$ cat src/rtl/riscv_pkg.sv
// rtl/riscv_pkg.sv - shared RISC-V core constants used by the fetch stage
package riscv_pkg;

    localparam int          DEF_XLEN     = 32;
    localparam logic [31:0] NOP_INS      = 32'h0000_0013;
    localparam logic [31:0] DEF_RESET_PC = 32'h0000_0000;

endpackage

$ cat src/rtl/if_fetch_queue_if.sv
// rtl/if_fetch_queue_if.sv - memory, redirect and decode handshake bundle of the fetch queue
interface if_fetch_queue_if #(
    parameter int XLEN  = 32,
    parameter int DEPTH = 4
);
    localparam int CW = $clog2(DEPTH) + 1;

    logic [XLEN-1:0] i_addr;
    logic            ce;
    logic [XLEN-1:0] i_data;
    logic            redirect_valid;
    logic [XLEN-1:0] redirect_pc;
    logic            id_ready;
    logic            id_valid;
    logic [XLEN-1:0] id_pc;
    logic [XLEN-1:0] id_ins;
    logic [CW-1:0]   count;

    modport master (
        output i_addr, ce, id_valid, id_pc, id_ins, count,
        input  i_data, redirect_valid, redirect_pc, id_ready
    );

    modport slave (
        input  i_addr, ce, id_valid, id_pc, id_ins, count,
        output i_data, redirect_valid, redirect_pc, id_ready
    );

endinterface

$ cat src/rtl/fetch_fifo.sv
// rtl/fetch_fifo.sv - synchronous FIFO holding {pc, instruction} prefetch entries
module fetch_fifo #(
    parameter int WIDTH = 64,
    parameter int DEPTH = 4
) (
    input  logic                     clk,
    input  logic                     rst_n,
    input  logic                     flush,
    input  logic                     push,
    input  logic [WIDTH-1:0]         wdata,
    input  logic                     pop,
    output logic [WIDTH-1:0]         rdata,
    output logic                     full,
    output logic                     empty,
    output logic [$clog2(DEPTH):0]   count
);
    localparam int AW = $clog2(DEPTH);
    localparam logic [AW:0] DEPTH_W = (AW+1)'(DEPTH);

    logic [WIDTH-1:0] mem [DEPTH];
    logic [AW-1:0]    wr_ptr;
    logic [AW-1:0]    rd_ptr;
    logic             do_push;
    logic             do_pop;

    assign empty   = (count == '0);
    assign full    = (count == DEPTH_W);
    assign do_pop  = pop && !empty;
    assign do_push = push && (!full || do_pop);
    assign rdata   = mem[rd_ptr];

    always_ff @(posedge clk) begin
        if (do_push && rst_n && !flush) begin
            mem[wr_ptr] <= wdata;
        end
    end

    // Flush shares the reset path: a redirect discards everything queued.
    always_ff @(posedge clk) begin
        if (!rst_n || flush) begin
            wr_ptr <= '0;
            rd_ptr <= '0;
            count  <= '0;
        end else begin
            if (do_push) wr_ptr <= wr_ptr + 1'b1;
            if (do_pop)  rd_ptr <= rd_ptr + 1'b1;
            case ({do_push, do_pop})
                2'b10:   count <= count + 1'b1;
                2'b01:   count <= count - 1'b1;
                default: count <= count;
            endcase
        end
    end

endmodule

$ cat src/rtl/if_fetch_queue.sv
// rtl/if_fetch_queue.sv - instruction fetch control feeding a prefetch queue toward decode
module if_fetch_queue
    import riscv_pkg::*;
#(
    parameter int              XLEN     = DEF_XLEN,
    parameter int              DEPTH    = 4,
    parameter logic [XLEN-1:0] RESET_PC = DEF_RESET_PC
) (
    input  logic             clk,
    input  logic             rst_n,
    if_fetch_queue_if.master bus
);
    localparam int CW = $clog2(DEPTH) + 1;
    localparam logic [CW:0] DEPTH_W = (CW+1)'(DEPTH);

    logic [XLEN-1:0]   fetch_pc;
    logic [XLEN-1:0]   inflight_pc;
    logic              inflight;
    logic              kill;
    logic              ce_int;
    logic [CW:0]       occupancy;

    logic              fifo_push;
    logic              fifo_full;
    logic              fifo_empty;
    logic [CW-1:0]     fifo_count;
    logic [2*XLEN-1:0] fifo_head;

    // A redirect kills the response arriving this cycle; ce is already held
    // low in the redirect cycle, so no response is outstanding afterward.
    assign kill = bus.redirect_valid;

    // Reserve a slot for the in-flight response so a full queue never drops data.
    assign occupancy = {1'b0, fifo_count} + {{CW{1'b0}}, inflight};
    assign ce_int    = rst_n && !bus.redirect_valid && (occupancy < DEPTH_W);

    assign bus.ce     = ce_int;
    assign bus.i_addr = fetch_pc;
    assign fifo_push  = inflight && !kill && !fifo_full;

    always_ff @(posedge clk) begin
        if (!rst_n) begin
            fetch_pc    <= RESET_PC;
            inflight    <= 1'b0;
            inflight_pc <= '0;
        end else if (bus.redirect_valid) begin
            fetch_pc <= {bus.redirect_pc[XLEN-1:2], 2'b00};
            inflight <= 1'b0;
        end else begin
            inflight <= ce_int;
            if (ce_int) begin
                fetch_pc    <= fetch_pc + XLEN'(4);
                inflight_pc <= fetch_pc;
            end
        end
    end

    fetch_fifo #(
        .WIDTH (2*XLEN),
        .DEPTH (DEPTH)
    ) u_fifo (
        .clk   (clk),
        .rst_n (rst_n),
        .flush (bus.redirect_valid),
        .push  (fifo_push),
        .wdata ({inflight_pc, bus.i_data}),
        .pop   (bus.id_ready),
        .rdata (fifo_head),
        .full  (fifo_full),
        .empty (fifo_empty),
        .count (fifo_count)
    );

    // An empty queue presents a NOP so decode never sees stale data.
    assign bus.id_valid = !fifo_empty;
    assign bus.id_pc    = fifo_empty ? '0 : fifo_head[2*XLEN-1:XLEN];
    assign bus.id_ins   = fifo_empty ? XLEN'(NOP_INS) : fifo_head[XLEN-1:0];
    assign bus.count    = fifo_count;

endmodule

$ cat src/flat_wrapper.sv
// flat-port wrapper written by rule: the top's interface ports become plain ports
module if_fetch_queue_flat import riscv_pkg::*;
#(
    parameter int              XLEN     = DEF_XLEN,
    parameter int              DEPTH    = 4,
    parameter logic [XLEN-1:0] RESET_PC = DEF_RESET_PC
)
  (clk, rst_n, bus_i_addr, bus_ce, bus_id_valid, bus_id_pc, bus_id_ins, bus_count, bus_i_data, bus_redirect_valid, bus_redirect_pc, bus_id_ready);
  if_fetch_queue_if #(.XLEN(XLEN), .DEPTH(DEPTH)) bus_i ();
  input  logic clk;
  input  logic rst_n;
  output wire logic [$bits(bus_i.i_addr)-1:0] bus_i_addr;
  output wire logic [$bits(bus_i.ce)-1:0] bus_ce;
  output wire logic [$bits(bus_i.id_valid)-1:0] bus_id_valid;
  output wire logic [$bits(bus_i.id_pc)-1:0] bus_id_pc;
  output wire logic [$bits(bus_i.id_ins)-1:0] bus_id_ins;
  output wire logic [$bits(bus_i.count)-1:0] bus_count;
  input wire logic [$bits(bus_i.i_data)-1:0] bus_i_data;
  input wire logic [$bits(bus_i.redirect_valid)-1:0] bus_redirect_valid;
  input wire logic [$bits(bus_i.redirect_pc)-1:0] bus_redirect_pc;
  input wire logic [$bits(bus_i.id_ready)-1:0] bus_id_ready;
  assign bus_i_addr = bus_i.i_addr;
  assign bus_ce = bus_i.ce;
  assign bus_id_valid = bus_i.id_valid;
  assign bus_id_pc = bus_i.id_pc;
  assign bus_id_ins = bus_i.id_ins;
  assign bus_count = bus_i.count;
  assign bus_i.i_data = bus_i_data;
  assign bus_i.redirect_valid = bus_redirect_valid;
  assign bus_i.redirect_pc = bus_redirect_pc;
  assign bus_i.id_ready = bus_id_ready;
  if_fetch_queue #(.XLEN(XLEN), .DEPTH(DEPTH), .RESET_PC(RESET_PC)) u_core (.clk(clk), .rst_n(rst_n), .bus(bus_i));
endmodule
$ cat config.mk
export PLATFORM = sky130hd
export DESIGN_NAME = if_fetch_queue_flat
export DESIGN_NICKNAME = d
export VERILOG_FILES = /design/src/rtl/riscv_pkg.sv /design/src/rtl/if_fetch_queue_if.sv /design/src/rtl/fetch_fifo.sv /design/src/rtl/if_fetch_queue.sv /design/src/flat_wrapper.sv
export SDC_FILE = /design/constraint.sdc
export NUM_CORES = 1
export LEC_CHECK = 0
export CORE_ASPECT_RATIO = 1.25
export CORE_MARGIN = 2
export CORE_UTILIZATION = 55
export CTS_BUF_LIST = sky130_fd_sc_hd__clkbuf_16
export CTS_CLUSTER_SIZE = 30
export DETAILED_ROUTE_END_ITERATION = 6
export GPL_ROUTABILITY_DRIVEN = 0
export MAX_ROUTING_LAYER = met4
export PLACE_DENSITY = 0.78
export SYNTH_ARGS = -nofsm -noshare
export SYNTH_HDL_FRONTEND = slang
export SYNTH_HIERARCHICAL = 1
export SYNTH_SLANG_ARGS = --single-unit
$ cat constraint.sdc
create_clock -name clk -period 4.8 [get_ports clk]
set_clock_uncertainty 0.2 [all_clocks]
set_input_delay 0.48 -clock clk [delete_from_list [all_inputs] [get_ports clk]]
set_output_delay 0.48 -clock clk [all_outputs]
set_load 0.01 [all_outputs]
==> impl_metrics.tcl <==
set metrics [dict create \
    final_nets 1069 \
    grt_setup_unrepaired "no" \
    core-area_um2 23600 \
    synth_top_area_share_pct 58.2 \
    synth_edf_count 256 \
    synth_common_cells "edfxtp_1, nand2_1, dfxtp_1" \
    avgSynthCellArea_um2 15.9 \
    path_max_fanout 38 \
    setup_ws_ns 1.09 \
    ir_drop_v 0.000300 \
    io_buffer_count 164 \
    ys_async_sr_fraction_pct 0 \
    cts_htree_levels 1 \
    row_count 63 \
    p_leak_nw 5.23 \
    drt_iter0_drc 467 \
    grt_pass1_wl_um 41500 \
    ant_nets 0 \
    hold_viol 0 \
    maxSlewHeadroom_pct 27.8 \
    synth_area_leaders "edfxtp_1, mux4_2, dfxtp_1, nor2b_1, nand2_1" \
    clockRootBuffer "clkbuf_16" \
    ys_types 64 \
    synth-seq-area-share_pct 68.8 \
    clock-sinks 326 \
    max_freq_mhz 269 \
    fin_crit_sh_pct 77.3 \
    finalSetupTns_ns 0 \
    cts_buffer_depth 3 \
    worstPathRequired_ns 4.12 \
    drc 0 \
    cts_buffers 30 \
    postCtsHoldBufs 0 \
    drive_above_1_share_pct 15.2 \
    synth.most_common_cell "edfxtp_1" \
    cts-resized-gates 0 \
    period_needed_ns 3.71 \
    maxCapViolations 0 \
    hold_path_class "primary input to register" \
    clk_latency_ns 0.55 \
    preCtsSetupSlack_ns 1.28 \
    ys_warn_count 6 \
    drv_slew 0 \
    cp.arrival_ns 3.03 \
    grtUsageTotal_pct 22.1 \
    initial_core_util_pct 55.9 \
    die_area_um2 25300 \
    antenna_found_initial 0 \
    synth-seq-cells 326 \
    status "finished, final reports clean" \
    grt_pass1_vias 7647 \
    end_kind "output pin" \
    die_h_um 177 \
    gr-total-overflow 0 \
    io_pins 169 \
    wl_per_cell_um 20.6 \
    path_class "register to output pin" \
    synth_top_cell_by_area "edfxtp_1" \
    post_cts_buffers 0 \
    final_cells 1311 \
    cts_tree "yes" \
    clk_pin_slew_ns 0.07 \
    n_antenna_cell 0 \
    wl_um 27100 \
    synth_cells 832 \
    dp_hpwl_um 16600 \
    synth_ff_type "edfxtp_1" \
    setup_viol 0 \
    routed_via_density 5.83 \
    cp-start-kind "register" \
    detail_route.first_pass.iterations 5 \
    worst_pin_slew_ns 1.08 \
    die_w_um 143 \
    p_per_area_nw_per_um2 345 \
    vias 7646 \
    placed_cells 1255 \
    syn_area_um2 13200 \
    grt_max_degree 75 \
    syn_to_final_growth_pct 21.3 \
]
[worst max-delay path, stage by stage, from the launching register on]
cell	delay, ns
dfxtp_4	0.87
buf_4	0.33
mux4_2	0.50
or2_2	0.27
clkdlybuf4s50_1	0.48
[placed cells by master (no fill, tap or decap), types with 4 or more instances in the layout]
master / instances
edfxtp_1: 256
clkdlybuf4s50_1: 164
nand2_1: 73
dfxtp_1: 68
mux4_2: 64
nor2b_1: 62
nand3_1: 46
clkbuf_16: 31
a21oi_1: 24
inv_1: 22
o21ai_0: 13
nor2_1: 12
buf_4: 12
xnor2_1: 11
conb_1: 10
o311ai_0: 9
clkinv_2: 8
clkinv_1: 8
nor3_1: 7
nor4_1: 7
o22ai_1: 7
and3_1: 5
a31oi_1: 5
nor4_2: 5
ha_1: 5
or2_2: 4
and4_1: 4
and2_4: 4
xor2_1: 4
buf_12: 4
[through the flow]
step / total power, W / area, µm² / utilization (%) / hold WS [ns]
final: 0.00553 / 16000 / 67.8 / 0.281
after global routing: 0.00570 / 16000 / 67.8 / 0.288
after CTS: 0.00556 / 16000 / 67.8 / 0.268
after detailed placement: 0.00342 / 15100 / 64.0 / 0.282
after global placement: 0.00341 / 15100 / 64.0 / 0.275
after floorplan: 0.00327 / 13300 / - / 0.260
[final timing paths]
path,from,end,slack (ns),cells after the start
setup / recovery,register,bus_id_ins[0],1.09,4
hold / removal,bus_redirect_pc[14],u_core/bus.i_addr[14],0.28,3
setup reg to reg,u_core/u_fifo/count[0],u_core/u_fifo/mem[1][3],1.62,8
hold reg to reg,u_core/inflight_pc[31],u_core/u_fifo/mem[1][63],0.30,0
[state kept, by name, indices dropped and copies added (netlist names), named ones only]
| register | count |
|---|---|
| u_core/inflight_pc | 30 |
| u_core/u_fifo/rd_ptr | 2 |
| u_core/u_fifo/wr_ptr | 2 |
| u_core/u_fifo/count | 3 |
| u_core/inflight | 1 |
| u_core/u_fifo/mem | 256 |
| u_core/bus.i_addr | 30 |
[kinds of logic after synthesis]
group / share of synthesized area, %
XOR/XNOR: 0.994
AND/OR/NAND/NOR: 11.2
buffers and inverters: 2.89
other: 0.0284
AO/OA/AOI/OAI: 4.15
adder cells (fa/ha/maj): 0.625
multiplexers: 11.3
flip-flops: 68.8
[report_power, final]
group / internal [W] / leakage, nW / total, W / switching (W)
sequential: 0.00307 / 2.96 / 0.00312 / 0.0000462
clock: 0.00121 / 0.481 / 0.00217 / 0.000957
combinational: 0.000126 / 1.79 / 0.000243 / 0.000118
[layout make-up]
class	count	area (µm²)
sequential	326	9100
fill	1663	7610
multi-input combinational	442	3800
timing repair buffer	180	1810
clock buffer	31	776
tap	292	365
clock inverter	25	131
inverter	15	56.3
[per-layer routing]
| metal | GRT usage, % | up-vias | wire length [µm] |
|---|---|---|---|
| li1 | - | 3516 | - |
| met4 | 6.02 | 0 | 537 |
| met2 | 37.5 | 231 | 14000 |
| met1 | 27.2 | 3859 | 10800 |
| met5 | - | - | 0 |
| met3 | 4.61 | 40 | 1720 |
Power figures use the tool's default switching activity.
==> RTL edit 1, RTL diff (same settings) <==
Change the package constant `DEF_XLEN` from 32 to 36.
--- a/src/rtl/riscv_pkg.sv
+++ b/src/rtl/riscv_pkg.sv
@@ -1,7 +1,7 @@
 // rtl/riscv_pkg.sv - shared RISC-V core constants used by the fetch stage
 package riscv_pkg;
 
-    localparam int          DEF_XLEN     = 32;
+    localparam int          DEF_XLEN     = 36;
     localparam logic [31:0] NOP_INS      = 32'h0000_0013;
     localparam logic [31:0] DEF_RESET_PC = 32'h0000_0000;
 
Interface: changed (5 resized); port bits go from 169 to 189. No check against the original RTL was run, so the function may have changed too.
==> RTL edit 1 against the original RTL <==
Area after synthesis rose by 12%. Setup slack gained 88 ps. Sequential cell count rose by 40. Total power rose by 17%. Die area is 11% higher. Combinational power increased by 7%. Final area increased by 13%. Worst hold slack better by 15 ps. Sequential share of layout area fell by 0.37 points. First-iteration DRC count is 24% higher. Routed wire length rose by 13%. Core utilization increased by 0.21 points. Critical path type unchanged.
==> RTL edit 1: results (changes against the original RTL) <==
status complete, no violations; Compound-Gate Fraction of Synth Area 0.0472 (+0.00579); placed cells 1437 (+15%); DR vias/cell 5.76 (-1.2%); synth warn 6 (unchanged); Layout fillers 1854 (+11%); mux contribution to synthesized area 0.117 (+0.00405); clk_lat worst skew 500 ps (-50 ps); CTS root buffer clkbuf_16; met1 usage 0.302 (+0.0303); Top reg by flops u_core/u_fifo/mem; Post-synth EDFFs 288 (+13%); Clk pwr share 0.420 (+0.028); Most used DFF post-synth edfxtp_1; sequential fraction of the synthesis area 0.691 (+0.00332); Synth area leaders edfxtp_1 (59%), mux4_2 (11%), dfxtp_1 (11%), nor2b_1 (3.0%), nand2_1 (2.3%); Crit path max-delay family buffers and inverters; adder-cell share of the synthesized area 0.00559 (-0.000659); gr ovfl total 0 (unchanged); Final #Nets 1211 (+13%); CTS Buf Count 35 (+17%); clock transition at the registers of the reported paths 60 ps; routing usage on met2 0.365 (-0.00994); H-tree depth 2 (+1); P_leak 5.85 nW (+12%); dpl cell area 0.0170 sq mm (+12%); Hold WC Path Type reg2reg; Detailed Place HPWL 18.4 mm (+11%); met1 wire length 12.5 mm (+16%); wire length on met3 2.03 mm (+18%); DR iter-0 viols 581 (+24%); Distinct cells, synth 66 (+3.1%); number of global-route vias before repair 8722 (+14%); GR Util All Layers 0.226 (+0.00495); Gate Count Post-Synth 945 (+14%); pin count of the biggest net entering global routing 74 (-1.3%); layout cells sized above 1 0.155 (+0.00300); power share of the combinational group 0.040 (-0.004); met3 GRT Util 0.0363 (-0.00980); Max VDD drop 0.181 mV (-40%); crit path max fanout 32 (-16%); PortBufs 184 (+12%); drt pass-1 iters 5 (unchanged); met2 WL post-DR 15.3 mm (+9.4%); Arrival @ worst endpoint 2940 ps (-90 ps); pre-CTS setup slack 1240 ps (-34.9 ps); Synth top cells by count edfxtp_1 (288), nand2_1 (92), dfxtp_1 (78); post-DR wirelength/cell 20.3 microns (-1.6%); async set or reset register ratio after synthesis 0 (unchanged); Worst path max stage delay 780 ps (-90 ps); final instance area 0.0181 sq mm (+13%); non-filler cells, final 1499 (+14%); Max-slew headroom 0.410 (+0.131); global-route wire length before repair 48.2 mm (+16%); total sequential power 3.49 mW (+12%); max reg flops 288 (+13%); CTS max path bufs 3 (unchanged); XOR/XNOR Fraction of Synth Area 0.00474 (-0.00520); Internal Power 5.17 mW (+17%); postcts setup bufs 0 (unchanged)
RTL edit 1: cell types whose count changed after synthesis, moves of 8 or more:
cell      unedited run  this run
a21oi_1             24        42
dfxtp_1             70        78
edfxtp_1           256       288
mux2_2               2        10
mux4_2              64        72
nand2_1             73        92
nand3_1             46        32
nand4_1              3        11
nor2b_1             62        70
xnor2_1             11         3
RTL edit 1: worst paths after layout:
kind	endpoint	startpoint	slack, ps	cells past startpoint
worst max register to register	u_core/u_fifo/mem[2][56]	u_core/u_fifo/count[0]	1490	8
worst max-delay path	bus_id_ins[4]	flip-flop	1180	4
worst min-delay path	u_core/u_fifo/mem[1][70]	u_core/inflight_pc[34]	300	0
worst min register to register	u_core/u_fifo/mem[1][70]	u_core/inflight_pc[34]	300	0
RTL edit 1: area by class of cell:
cell class / instances / share of cell area
flip-flops and latches: 366 / 0.564
multi-input cells: 508 / 0.234
repair buffers: 200 / 0.112
clock buffers: 38 / 0.0525
well taps: 345 / 0.0238
clock inverters: 24 / 0.0111
inverters: 18 / 0.00373
==> RTL edit 2, RTL diff (same settings) <==
Made on the original files. Reset style: asynchronous (`rst_n`), changed in one clocked block.
--- a/src/rtl/if_fetch_queue.sv
+++ b/src/rtl/if_fetch_queue.sv
@@ -38,7 +38,7 @@
     assign bus.i_addr = fetch_pc;
     assign fifo_push  = inflight && !kill && !fifo_full;
 
-    always_ff @(posedge clk) begin
+    always_ff @(posedge clk or negedge rst_n) begin
         if (!rst_n) begin
             fetch_pc    <= RESET_PC;
             inflight    <= 1'b0;
Function: differs if rst_n is asserted again (counterexample within 4 cycles, from zero or initial values and one cycle with rst_n low); with rst_n held inactive, the same outputs for 4 cycles.
==> RTL edit 2 against the original RTL <==
Clock power increased by 6%. Routed wire length decreased by 9.5%. Sequential power is 4% higher. Final area barely moved. Sequential cell count did not move. Global-route usage is 1.8 points lower. Highest routed layer unchanged. Combinational power rose by 20%. Fmax is 0.22% higher. Setup slack improved by 8.1 ps. Total power is 5.8% higher. Count of clock-buffer cells in the layout up 3. Area after synthesis shrank 0.67%.
==> RTL edit 2: results (changes against the original RTL) <==
Internal Power 4.63 mW (+5.0%); #MultiIn Comb 428 (-3.2%); adder-cell share of the synthesized area 0.00629 (+0.0000423); dpl cell area 0.0150 sq mm (-0.55%); P_leak 5.39 nW (+3.1%); pin count of the biggest net entering global routing 66 (-12%); Max VDD drop 0.269 mV (-10%); Synth area leaders edfxtp_1 (59%), dfrtp_1 (12%), mux4_2 (11%), nand2_1 (3.4%), nor2b_1 (2.9%); met1 wire length 10.0 mm (-7.1%); RR Endpoint u_core/u_fifo/mem[1][12]; async set or reset register ratio after synthesis 0.187 (+0.187); placed cells 1231 (-1.9%); Non-CTS inverters 14 (-1); Sequential Power Share 0.555 (-0.009); Hold WC Path Type in2async; layout cells sized above 1 0.136 (-0.0166); met2 WL post-DR 12.5 mm (-10%); routing usage on met2 0.343 (-0.0314); drt pass-1 iters 4 (-1); wire length on met3 1.28 mm (-26%); XOR/XNOR Fraction of Synth Area 0.0187 (+0.00874); global-route wire length before repair 38.5 mm (-7.2%); PD cells 365 mW/mm^2 (+5.7%); Final non-clock buffer share 0.107 (-0.00553); die width 142 microns (-0.33%); Final #Nets 1046 (-2.2%); Layout fillers 1585 (-4.7%); clk tree area frac 0.0617 (+0.00511); post-synthesis average cell area 16.3 sq um (+2.9%); Arrival @ worst endpoint 3020 ps (about the same); number of global-route vias before repair 7395 (-3.3%); seq_cells 326 (unchanged); status complete, no violations; Non-clock buffers 172 (-4.4%); Clk power 2.31 mW (+6%)
-- RTL edit 2: cell count changes in the layout (fill, tap and decap cells not counted), sizes merged, moves of 11 or more --
cell,unedited run,this run
o21ai,13,31
nor4,14,3
dfrtp,0,61
nand2,76,119
nand3,47,20
a21oi,25,5
dfxtp,70,9
-- RTL edit 2: worst max-delay path: stages, from the launching register on --
cell and delay [ps]:
dfxtp_4 810, buf_12 350, mux4_2 520, or2_2 280
clkdlybuf4s50_1 470
-- RTL edit 2: how the worst max path moves through the flow --
stage	endpoint	slack, ps	start
6_report	bus_id_ins[4]	1100	flip-flop
3_3_place_gp	u_core/u_fifo/mem[0][13]	1390	bus_redirect_valid
3_5_place_dp	u_core/u_fifo/mem[1][13]	1370	bus_redirect_valid
2_1_floorplan	u_core/u_fifo/mem[0][0]	940	bus_redirect_valid
4_1_cts	bus_id_ins[4]	1010	flip-flop
5_1_grt	bus_ce	810	u_core/u_fifo/count[0]
